File: src/rtl/regfile_pkg.sv
// Shared types and default sizing for the nandgameplus register file and decoder.
package regfile_pkg;

  typedef enum logic [1:0] {
    SP_NONE = 2'b00,
    SP_INC  = 2'b01,
    SP_DEC  = 2'b10,
    SP_RSVD = 2'b11
  } sp_op_e;

  localparam int DEF_DATA_W   = 16;
  localparam int DEF_NUM_REGS = 4;

  // Reserved encoding behaves exactly like SP_NONE.
  function automatic logic sp_op_active(input sp_op_e op);
    return (op == SP_INC) || (op == SP_DEC);
  endfunction

endpackage

File: src/rtl/regfile_sp_unit.sv
// Stack-pointer register: auto inc/dec with wrap detection; an explicit write
// overrides any concurrent SP op and suppresses the wrap pulses.
module regfile_sp_unit
  import regfile_pkg::*;
#(
  parameter int DATA_W = DEF_DATA_W
) (
  input  logic              clk,
  input  logic              rst_n,
  input  logic              wr_en,
  input  logic [DATA_W-1:0] wr_data,
  input  sp_op_e            sp_op,
  output logic [DATA_W-1:0] sp_data,
  output logic              sp_ovf,
  output logic              sp_unf,
  output logic              sp_touch
);

  logic [DATA_W-1:0] sp_q, sp_d;
  logic              ovf_q, ovf_d;
  logic              unf_q, unf_d;

  always_comb begin
    sp_d  = sp_q;
    ovf_d = 1'b0;
    unf_d = 1'b0;
    if (wr_en) begin
      sp_d = wr_data;
    end else begin
      case (sp_op)
        SP_INC: begin
          sp_d  = sp_q + 1'b1;
          ovf_d = (sp_q == '1);
        end
        SP_DEC: begin
          sp_d  = sp_q - 1'b1;
          unf_d = (sp_q == '0);
        end
        default: ;
      endcase
    end
  end

  always_ff @(posedge clk or negedge rst_n) begin
    if (!rst_n) begin
      sp_q  <= '0;
      ovf_q <= 1'b0;
      unf_q <= 1'b0;
    end else begin
      sp_q  <= sp_d;
      ovf_q <= ovf_d;
      unf_q <= unf_d;
    end
  end

  assign sp_data  = sp_q;
  assign sp_ovf   = ovf_q;
  assign sp_unf   = unf_q;
  assign sp_touch = wr_en || sp_op_active(sp_op);

endmodule

File: src/rtl/regfile_gen2.sv
// Parametrised register file: GPRs, SP (via regfile_sp_unit) and hard-wired ZR.
// Optional same-cycle write forwarding to read ports: REGFILE_WRITE_BYPASS_EN.
module regfile_gen2
  import regfile_pkg::*;
#(
  parameter  int DATA_W   = DEF_DATA_W,
  parameter  int NUM_REGS = DEF_NUM_REGS,
  localparam int SEL_W    = $clog2(NUM_REGS),
  localparam int SP_IDX   = NUM_REGS - 2,
  localparam int ZR_IDX   = NUM_REGS - 1
) (
  input  logic              clk,
  input  logic              rst_n,
  input  logic [SEL_W-1:0]  rx_sel,
  input  logic [SEL_W-1:0]  ry_sel,
  input  logic [SEL_W-1:0]  t_sel,
  output logic [DATA_W-1:0] rx_data,
  output logic [DATA_W-1:0] ry_data,
  output logic [DATA_W-1:0] t_data,
  input  logic              wr_en,
  input  logic [SEL_W-1:0]  wr_sel,
  input  logic [DATA_W-1:0] wr_data,
  input  logic [1:0]        sp_op,
  output logic [DATA_W-1:0] sp_data,
  output logic              sp_ovf,
  output logic              sp_unf,
  output logic              uninit_rd
);

  localparam int NUM_PORTS = 3;

  logic [DATA_W-1:0]    view     [NUM_REGS];
  logic [NUM_REGS-1:0]  vld;
  logic [SEL_W-1:0]     rd_sel   [NUM_PORTS];
  logic [DATA_W-1:0]    rd_val   [NUM_PORTS];
  logic [NUM_PORTS-1:0] rd_bad;
  logic                 wr_live;
  logic                 sp_wr;
  logic                 sp_touch;
  logic [DATA_W-1:0]    sp_val;
  logic                 sp_vld_q, sp_vld_d;
  logic                 uninit_q, uninit_d;

  assign wr_live = wr_en && (wr_sel != SEL_W'(ZR_IDX));
  assign sp_wr   = wr_live && (wr_sel == SEL_W'(SP_IDX));

  regfile_sp_unit #(
    .DATA_W(DATA_W)
  ) u_sp (
    .clk     (clk),
    .rst_n   (rst_n),
    .wr_en   (sp_wr),
    .wr_data (wr_data),
    .sp_op   (sp_op_e'(sp_op)),
    .sp_data (sp_val),
    .sp_ovf  (sp_ovf),
    .sp_unf  (sp_unf),
    .sp_touch(sp_touch)
  );

  // view[] is the architectural register image seen by every read port.
  genvar gi;
  generate
    for (gi = 0; gi < NUM_REGS; gi++) begin : g_reg
      if (gi == ZR_IDX) begin : g_zr
        assign view[gi] = '0;
        assign vld[gi]  = 1'b1;
      end else if (gi == SP_IDX) begin : g_sp
        assign view[gi] = sp_val;
        assign vld[gi]  = sp_vld_q;
      end else begin : g_gpr
        logic [DATA_W-1:0] r_q, r_d;
        logic              v_q, v_d;
        logic              we;

        assign we = wr_live && (wr_sel == SEL_W'(gi));

        always_comb begin
          r_d = r_q;
          v_d = v_q;
          if (we) begin
            r_d = wr_data;
            v_d = 1'b1;
          end
        end

        always_ff @(posedge clk or negedge rst_n) begin
          if (!rst_n) begin
            r_q <= '0;
            v_q <= 1'b0;
          end else begin
            r_q <= r_d;
            v_q <= v_d;
          end
        end

        assign view[gi] = r_q;
        assign vld[gi]  = v_q;
      end
    end
  endgenerate

  assign rd_sel[0] = rx_sel;
  assign rd_sel[1] = ry_sel;
  assign rd_sel[2] = t_sel;

  generate
    for (gi = 0; gi < NUM_PORTS; gi++) begin : g_port
      logic [DATA_W-1:0] val;
      logic              bad;

      always_comb begin
        val = view[rd_sel[gi]];
        bad = !vld[rd_sel[gi]];
`ifdef REGFILE_WRITE_BYPASS_EN
        // Forwarded data is by definition written, so it never flags uninit.
        if (rst_n && wr_live && (rd_sel[gi] == wr_sel)) begin
          val = wr_data;
          bad = 1'b0;
        end
`endif
      end

      assign rd_val[gi] = val;
      assign rd_bad[gi] = bad;
    end
  endgenerate

  assign rx_data = rd_val[0];
  assign ry_data = rd_val[1];
  assign t_data  = rd_val[2];

  always_comb begin
    sp_vld_d = sp_vld_q | sp_touch;
    uninit_d = uninit_q | (|rd_bad);
  end

  always_ff @(posedge clk or negedge rst_n) begin
    if (!rst_n) begin
      sp_vld_q <= 1'b0;
      uninit_q <= 1'b0;
    end else begin
      sp_vld_q <= sp_vld_d;
      uninit_q <= uninit_d;
    end
  end

  assign sp_data   = sp_val;
  assign uninit_rd = uninit_q;

endmodule

File: config.mk
export PLATFORM = sky130hd
export DESIGN_NAME = regfile_gen2
export DESIGN_NICKNAME = d
export VERILOG_FILES = /design/src/rtl/regfile_pkg.sv /design/src/rtl/regfile_sp_unit.sv /design/src/rtl/regfile_gen2.sv
export SDC_FILE = /design/constraint.sdc
export NUM_CORES = 1
export LEC_CHECK = 0
export ABC_AREA = 1
export CAP_MARGIN = 0
export CELL_PAD_IN_SITES_DETAIL_PLACEMENT = 0
export CELL_PAD_IN_SITES_GLOBAL_PLACEMENT = 1
export CORE_AREA = 2 2 113 115
export DETAILED_ROUTE_END_ITERATION = 16
export DIE_AREA = 0 0 115 117
export PLACE_DENSITY_LB_ADDON = 0.25
export SETUP_SLACK_MARGIN = 0.02
export SLEW_MARGIN = 20
export SYNTH_ARGS = -nofsm -noshare
export SYNTH_HDL_FRONTEND = slang
export SYNTH_SLANG_ARGS = --single-unit
File: constraint.sdc
create_clock -name clk -period 5.4 [get_ports clk]
set_clock_uncertainty 0.15 [all_clocks]
set_input_delay 0.81 -clock clk [delete_from_list [all_inputs] [get_ports clk]]
set_output_delay 0.81 -clock clk [all_outputs]
set_load 0.01 [all_outputs]
==> results of run 1 <==
[per-layer routing]
layer,share of wire (%),track usage (%)
met3,5.3,2.266
met5,0,0
met2,44,34.08
met1,49,30.67
met4,1.6,5.944
[metrics by stage]
step / instances / instance area (µm²) / utilization (%) / hold WS [ns]
floorplan: 635 / 4182 / - / 0.2779
global placement: 860 / 5219 / 42.39 / 0.2951
detailed placement: 860 / 5219 / 42.39 / 0.2967
CTS: 868 / 5385 / 43.74 / 0.3134
global route: 868 / 5395 / 43.82 / 0.3643
finish: 868 / 5395 / 43.82 / 0.3145
[state kept, by name (all words and copies together) (netlist names)]
name,flops
u_sp.sp_unf,1
u_sp.sp_ovf,1
u_sp.sp_data,16
g.g_gpr.v_q,2
uninit_rd,1
sp_vld_q,1
g.g_gpr.r_q,32
[report_power, final]
| group | switching (mW) | internal (mW) | leakage, nW |
|---|---|---|---|
| logic | 0.595 | 0.453 | 1.84 |
| registers | 0.148 | 0.493 | 0.649 |
| clock network | 0.155 | 0.219 | 0.0771 |
[area by class of cell]
| cell class | count | area, µm² |
|---|---|---|
| inverters | 100 | 377.9 |
| well taps | 150 | 187.7 |
| clock inverters | 2 | 37.54 |
| repair buffers | 103 | 1006 |
| flip-flops and latches | 54 | 1351 |
| multi-input cells | 453 | 2306 |
| clock buffers | 6 | 128.9 |
| fillers | 1279 | 6917 |
[final timing paths]
kind	from	cells after the start	endpoint
min in group asynchronous	rst_n	2	g_reg[0].g_gpr.r_q[2]
max in group asynchronous	rst_n	2	g_reg[0].g_gpr.r_q[12]
hold reg to reg	g_reg[0].g_gpr.v_q	2	g_reg[0].g_gpr.v_q
setup reg to reg	u_sp.sp_data[1]	14	u_sp.sp_data[12]
setup / recovery	rx_sel[1]	6	rx_data[2]
hold / removal	g_reg[0].g_gpr.v_q	2	g_reg[0].g_gpr.v_q
[kinds of logic (layout without fill, tap and decap cells)]
group,Yosys count,in the layout
AND/OR/NAND/NOR,284,284
AO/OA/AOI/OAI,157,157
buffers and inverters,128,211
flip-flops,54,54
XOR/XNOR,8,8
adder cells (fa/ha/maj),4,4
[cells in the final DEF (no fill, tap or decap), types with 2 or more instances in the layout]
master           netlist  final
a21oi_1               13     13
a22oi_1               15     15
buf_4                  0      8
clkbuf_16              0      5
clkdlybuf4s50_1        0     94
clkinv_1               2      2
dfrtp_1               54     54
ha_1                   4      4
inv_1                 94     94
inv_2                  3      3
nand2_1              167    167
nand2_2               15     15
nand3_1               38     36
nand3_2                1      3
nand4_1                7      7
nor2_1                39     39
nor2_2                 5      5
nor2_4                 3      3
nor4_1                 5      5
o211ai_1              15     15
o21ai_0               79     79
o21bai_1               6      6
o221ai_1               3      3
o22ai_1               21     21
xnor2_1                2      2
xor2_1                 6      6
[critical path, stage by stage]
cell and delay [ns]:
clkdlybuf4s50_1 0.49, clkinv_1 0.43, nor2_1 0.28, inv_1 0.29, o211ai_1 0.30, clkdlybuf4s50_1 0.57
==> run_results.csv, run 1 <==
group,metric,value,unit
synthesis,yosysTopAreaCellShare,32.32,%
timing,final.period_utilization,76.53,%
cts,cts_tree,"yes",
critical_path,worstSetupStartpointType,"input port",
placed_design,preCtsSetupSlack,1.285,ns
floorplanning,die_w,115,µm
synthesis,syn-num-nets,668,
synthesis,synth_xor_area_share,1.676,%
floorplanning,die-height,117,µm
final_layout,drive_gt1_share,6.964,%
synthesis,synthTopCellsByArea,"dfrtp_1 32%, nand2_1 15%, o21ai_0 9.5%",
floorplanning,io_pins,96,
synthesis,ys_top_cells_by_count,"167 x nand2_1, 94 x inv_1, 79 x o21ai_0",
timing,fin_ws,1.267,ns
synthesis,synth-simple-area-share,29.92,%
floorplanning,die_area,13460,µm²
run,max_cap_viol_count,0,
synthesis,synthMuxAreaShare,0,%
floorplanning,start_util,33.96,%
synthesis,syn_avg_cell_area,6.585,µm²
cts,clk_latency,0.30,ns
grt,grt_overflow,0,
outcome,outcome,"finished clean",
routing,vias_per_cell,5.253,
power,power,2.064,mW
cts,cts-root-buf,"clkbuf_16",
final_layout,n_antenna_cell,0,
timing,fmax,242.0,MHz
power,cellLeakagePower,2.566,nW
synthesis,synthAdderAreaFrac,1.197,%
power,p_per_area,382.6,nW/µm²
critical_path,cp.arrival,3.17,ns
timing,setup_viol,0,
timing,slew_headroom,51.39,%
synthesis,synth_edf_count,0,
cts,postCtsSetupBuffers,0,
grt,grt_pass1_wl,22760,µm
min_path,min_path_type,"reg2reg",
placed_design,gp_congestion,0.8761,
synthesis,synth_most_common_cell,"nand2_1",
routing,drc,0,
placed_design,port_buffers,95,
final_layout,final_nets,750,
floorplanning,rows,41,
cts,hold_buffers,0,
synthesis,yosysTopAreaCell,"dfrtp_1",
routing,postRouteAntennaNets,0,
synthesis,synth_area,4182,µm²
timing,worstMarginPinSlew,0.7269,ns
cts,clk_pin_slew,0.07,ns
critical_path,cp_max_fo,17,
routing,totalWireLength,14130,µm
synthesis,synth_compound_area_share,22.11,%
synthesis,syn_inst,635,
final_layout,area_growth,29.02,%
grt,grt_pass1_vias,4326,
timing,rsz0062_at_grt,"false",
critical_path,worstPathRequired,4.44,ns
synthesis,synth-seq-area-share,32.32,%
cts,clock_path_buffers,2,
timing,maxSlewViolCount,0,
cts,ctsResizeCount,0,
cts,clock_sink_count,54,
synthesis,synth_seq_cells,54,
floorplanning,design.core.area,12310,µm²
timing,fin_crit,4.133,ns
critical_path,rrSetupSlack,3.23,ns
timing,hold_viol,0,
synthesis,yosysWarningCount,0,
routing,first_pass_iters,5,
critical_path,endpoint_kind,"output pin",
synthesis,synthFlopType,"dfrtp_1",
synthesis,synth_cell_type_count,39,
synthesis,async_flop_share,100.0,%
critical_path,crit_type,"in2out",
cts,htree_num_levels,2,
power,ir_worst_vdd,0.1693,mV
synthesis,synth_top_family_by_area,"simple AND/OR/NAND/NOR gates",
grt,grt_max_degree,55,
routing,drtIter0Drc,499,
grt,grtUsageTotal,21.29,%
grt,antenna_found_initial,0,
placed_design,hpwlAfterDp,10750,µm
cts,cts_buffers,5,
timing,fin_setup_tns,0,ns
routing,vias,4560,
routing,wl_per_cell,16.28,µm
Power figures use the tool's default switching activity.
==> run 2, diff against run 1 <==
--- a/config.mk
+++ b/config.mk
@@ -9,9 +9,9 @@
 export CAP_MARGIN = 0
 export CELL_PAD_IN_SITES_DETAIL_PLACEMENT = 0
 export CELL_PAD_IN_SITES_GLOBAL_PLACEMENT = 1
-export CORE_AREA = 2 2 113 115
+export CORE_AREA = 2 2 118 120
 export DETAILED_ROUTE_END_ITERATION = 16
-export DIE_AREA = 0 0 115 117
+export DIE_AREA = 0 0 120 122
 export PLACE_DENSITY_LB_ADDON = 0.25
 export SETUP_SLACK_MARGIN = 0.02
 export SLEW_MARGIN = 20
==> constraint.sdc (replaced) <==
create_clock -name clk -period 3.75 [get_ports clk]
set_clock_uncertainty 0.15 [all_clocks]
set_input_delay 0.5625 -clock clk [delete_from_list [all_inputs] [get_ports clk]]
set_output_delay 0.5625 -clock clk [all_outputs]
set_load 0.01 [all_outputs]
==> run 2 against run 1 <==
Effect of this change: sequential power rose by 45%; combinational power rose by 46%; sequential cell count did not move; sequential share of layout area fell by 0.48 points; design area rose by 1.9%; clock-buffer cell count did not move; wire length rose by 3.0%; critical path type unchanged; largest cell class unchanged; highest routed layer unchanged.
==> run_results.csv, run 2 (same netlist as run 1, synthesis figures left out) <==
group,metric,value,unit
floorplanning,die-height,122,µm
routing,drc,0,
grt,grt_pass1_vias,4294,
timing,maxSlewViolCount,0,
floorplanning,design.core.area,13500,µm²
critical_path,r2r_start,"u_sp.sp_data[1]",
cts,clock_path_buffers,2,
grt,grt_overflow,0,
routing,postRouteAntennaNets,0,
grt,grt_pass1_wl,23270,µm
critical_path,cp_slowest_cell,"clkdlybuf4s50_1",
cts,cts_tree,"yes",
cts,cts-root-buf,"clkbuf_16",
critical_path,max_stage_delay,0.57,ns
timing,worstMarginPinSlew,0.7014,ns
grt,antenna_found_initial,0,
placed_design,port_buffers,95,
routing,drtIter0Drc,439,
timing,rsz0062_at_grt,"false",
timing,fin_setup_tns,0,ns
final_layout,regMostFlops,"g.g_gpr.r_q",
final_layout,final_cells,904,
critical_path,cp.arrival,2.61,ns
timing,setup_viol,0,
placed_design,hpwlAfterDp,11240,µm
routing,wl_per_cell,16.10,µm
final_layout,largest_register_ffs,32,
run,max_cap_viol_count,0,
final_layout,drive_gt1_share,7.597,%
routing,totalWireLength,14550,µm
power,cellLeakagePower,2.612,nW
floorplanning,die_w,120,µm
final_layout,final_nets,756,
routing,vias,4597,
critical_path,r2r-end,"u_sp.sp_data[12]",
grt,grt_max_degree,34,
grt,grtUsageTotal,20.14,%
critical_path,rrSetupSlack,1.55,ns
placed_design,dp.cells,896,
timing,slew_headroom,53.24,%
cts,clk_latency,0.30,ns
power,ir_worst_vdd,0.2622,mV
critical_path,reg2reg_depth,14,
cts,cts_buffers,5,
outcome,outcome,"finished clean",
min_path,min_path_type,"in2async",
timing,final.period_utilization,88.54,%
critical_path,crit_chain,"clkdlybuf4s50_1, inv_1, nor2_1, inv_1, o22ai_1, clkdlybuf4s50_1",
final_layout,layout_common_cells,"167 x nand2_1, 94 x inv_1, 94 x clkdlybuf4s50_1, 79 x o21ai_0, 54 x dfrtp_1",
cts,clock_sink_count,54,
final_layout,area_growth,31.54,%
cts,postCtsSetupBuffers,0,
critical_path,worstSetupStartpointType,"input port",
floorplanning,rows,43,
power,p_per_area,559.4,nW/µm²
routing,first_pass_iters,5,
final_layout,n_antenna_cell,0,
timing,hold_viol,0,
timing,fin_crit,3.320,ns
placed_design,gp_congestion,0.8709,
critical_path,crit_type,"in2out",
cts,clk_pin_slew,0.08,ns
critical_path,endpoint_kind,"output pin",
cts,htree_num_levels,2,
power,power,3.077,mW
timing,hold_slack,0.1459,ns
critical_path,cp_max_fo,16,
final_layout,final_common_cell,"nand2_1",
routing,vias_per_cell,5.085,
floorplanning,die_area,14640,µm²
floorplanning,io_pins,96,
cts,hold_buffers,0,
critical_path,worstPathRequired,3.04,ns
timing,fmax,301.2,MHz
cts,ctsResizeCount,0,
floorplanning,start_util,30.96,%
-- run 2: cell count changes in the layout (fill, tap and decap cells not counted) --
cell and delta:
buf_4 +6, bufinv_16 +1, clkbuf_1 -1, clkbuf_8 +1, clkinvlp_4 -1, nand3_1 +2, nand3_2 -2
-- run 2: metal layers --
| layer | track usage [%] | wire, µm | share of wire, % | up-vias |
|---|---|---|---|---|
| met4 | 6.324 | 319 | 2.2 | 0 |
| met2 | 31.32 | 6507 | 45 | 156 |
| met5 | 0 | 0 | 0 | - |
| li1 | - | - | - | 2255 |
| met3 | 2.481 | 715 | 4.9 | 21 |
| met1 | 29.09 | 7012 | 48 | 2165 |
-- run 2: area by class of cell --
type,count,area (µm²)
multi-input cells,453,2296
inverters,100,377.9
clock inverters,2,60.06
repair buffers,109,1051
clock buffers,6,138.9
well taps,180,225.2
flip-flops and latches,54,1351
fillers,1414,8004
-- run 2: metrics by stage --
| step | util [%] | setup slack [ns] | cell area [µm²] |
|---|---|---|---|
| after detailed placement | 39.26 | 0.4529 | 5301 |
| after CTS | 40.73 | 0.4380 | 5500 |
| after global routing | 40.73 | 0.2603 | 5500 |
| after floorplan | - | 1.349 | 4182 |
| after global placement | 39.26 | 0.5162 | 5301 |
| final | 40.73 | 0.4297 | 5500 |
-- run 2: report_power, final --
part	switching, mW	internal [mW]	total, mW
combinational	0.872	0.657	1.53
sequential	0.221	0.709	0.930
clock	0.216	0.401	0.617
-- run 2: critical path, delay by kind of cell --
family | cells | cell delay (ns)
buffers and inverters | 4 | 1.56
AOI/OAI and AO/OA | 1 | 0.28
and+or+nand+nor | 1 | 0.19
-- run 2: how the worst max path moves through the flow --
stage                     slack [ns]              end  startpoint  cells past startpoint
after floorplan                 1.35  u_sp.sp_data[8]    sp_op[0]                     17
after detailed placement        0.45        t_data[5]    t_sel[1]                      6
after CTS                       0.44        t_data[5]    t_sel[1]                      6
after global routing            0.26        t_data[5]    t_sel[1]                      6
final                           0.43        t_data[5]    t_sel[1]                      6
after global placement          0.52       t_data[11]    t_sel[1]                      6
==> run 3, diff against run 2 <==
--- a/config.mk
+++ b/config.mk
@@ -14,7 +14,7 @@
 export DIE_AREA = 0 0 120 122
 export PLACE_DENSITY_LB_ADDON = 0.25
 export SETUP_SLACK_MARGIN = 0.02
-export SLEW_MARGIN = 20
+export SLEW_MARGIN = 10
 export SYNTH_ARGS = -nofsm -noshare
 export SYNTH_HDL_FRONTEND = slang
 export SYNTH_SLANG_ARGS = --single-unit
==> results of run 3 <==
Final layout, timing and power as in run 2 (identical DEF).
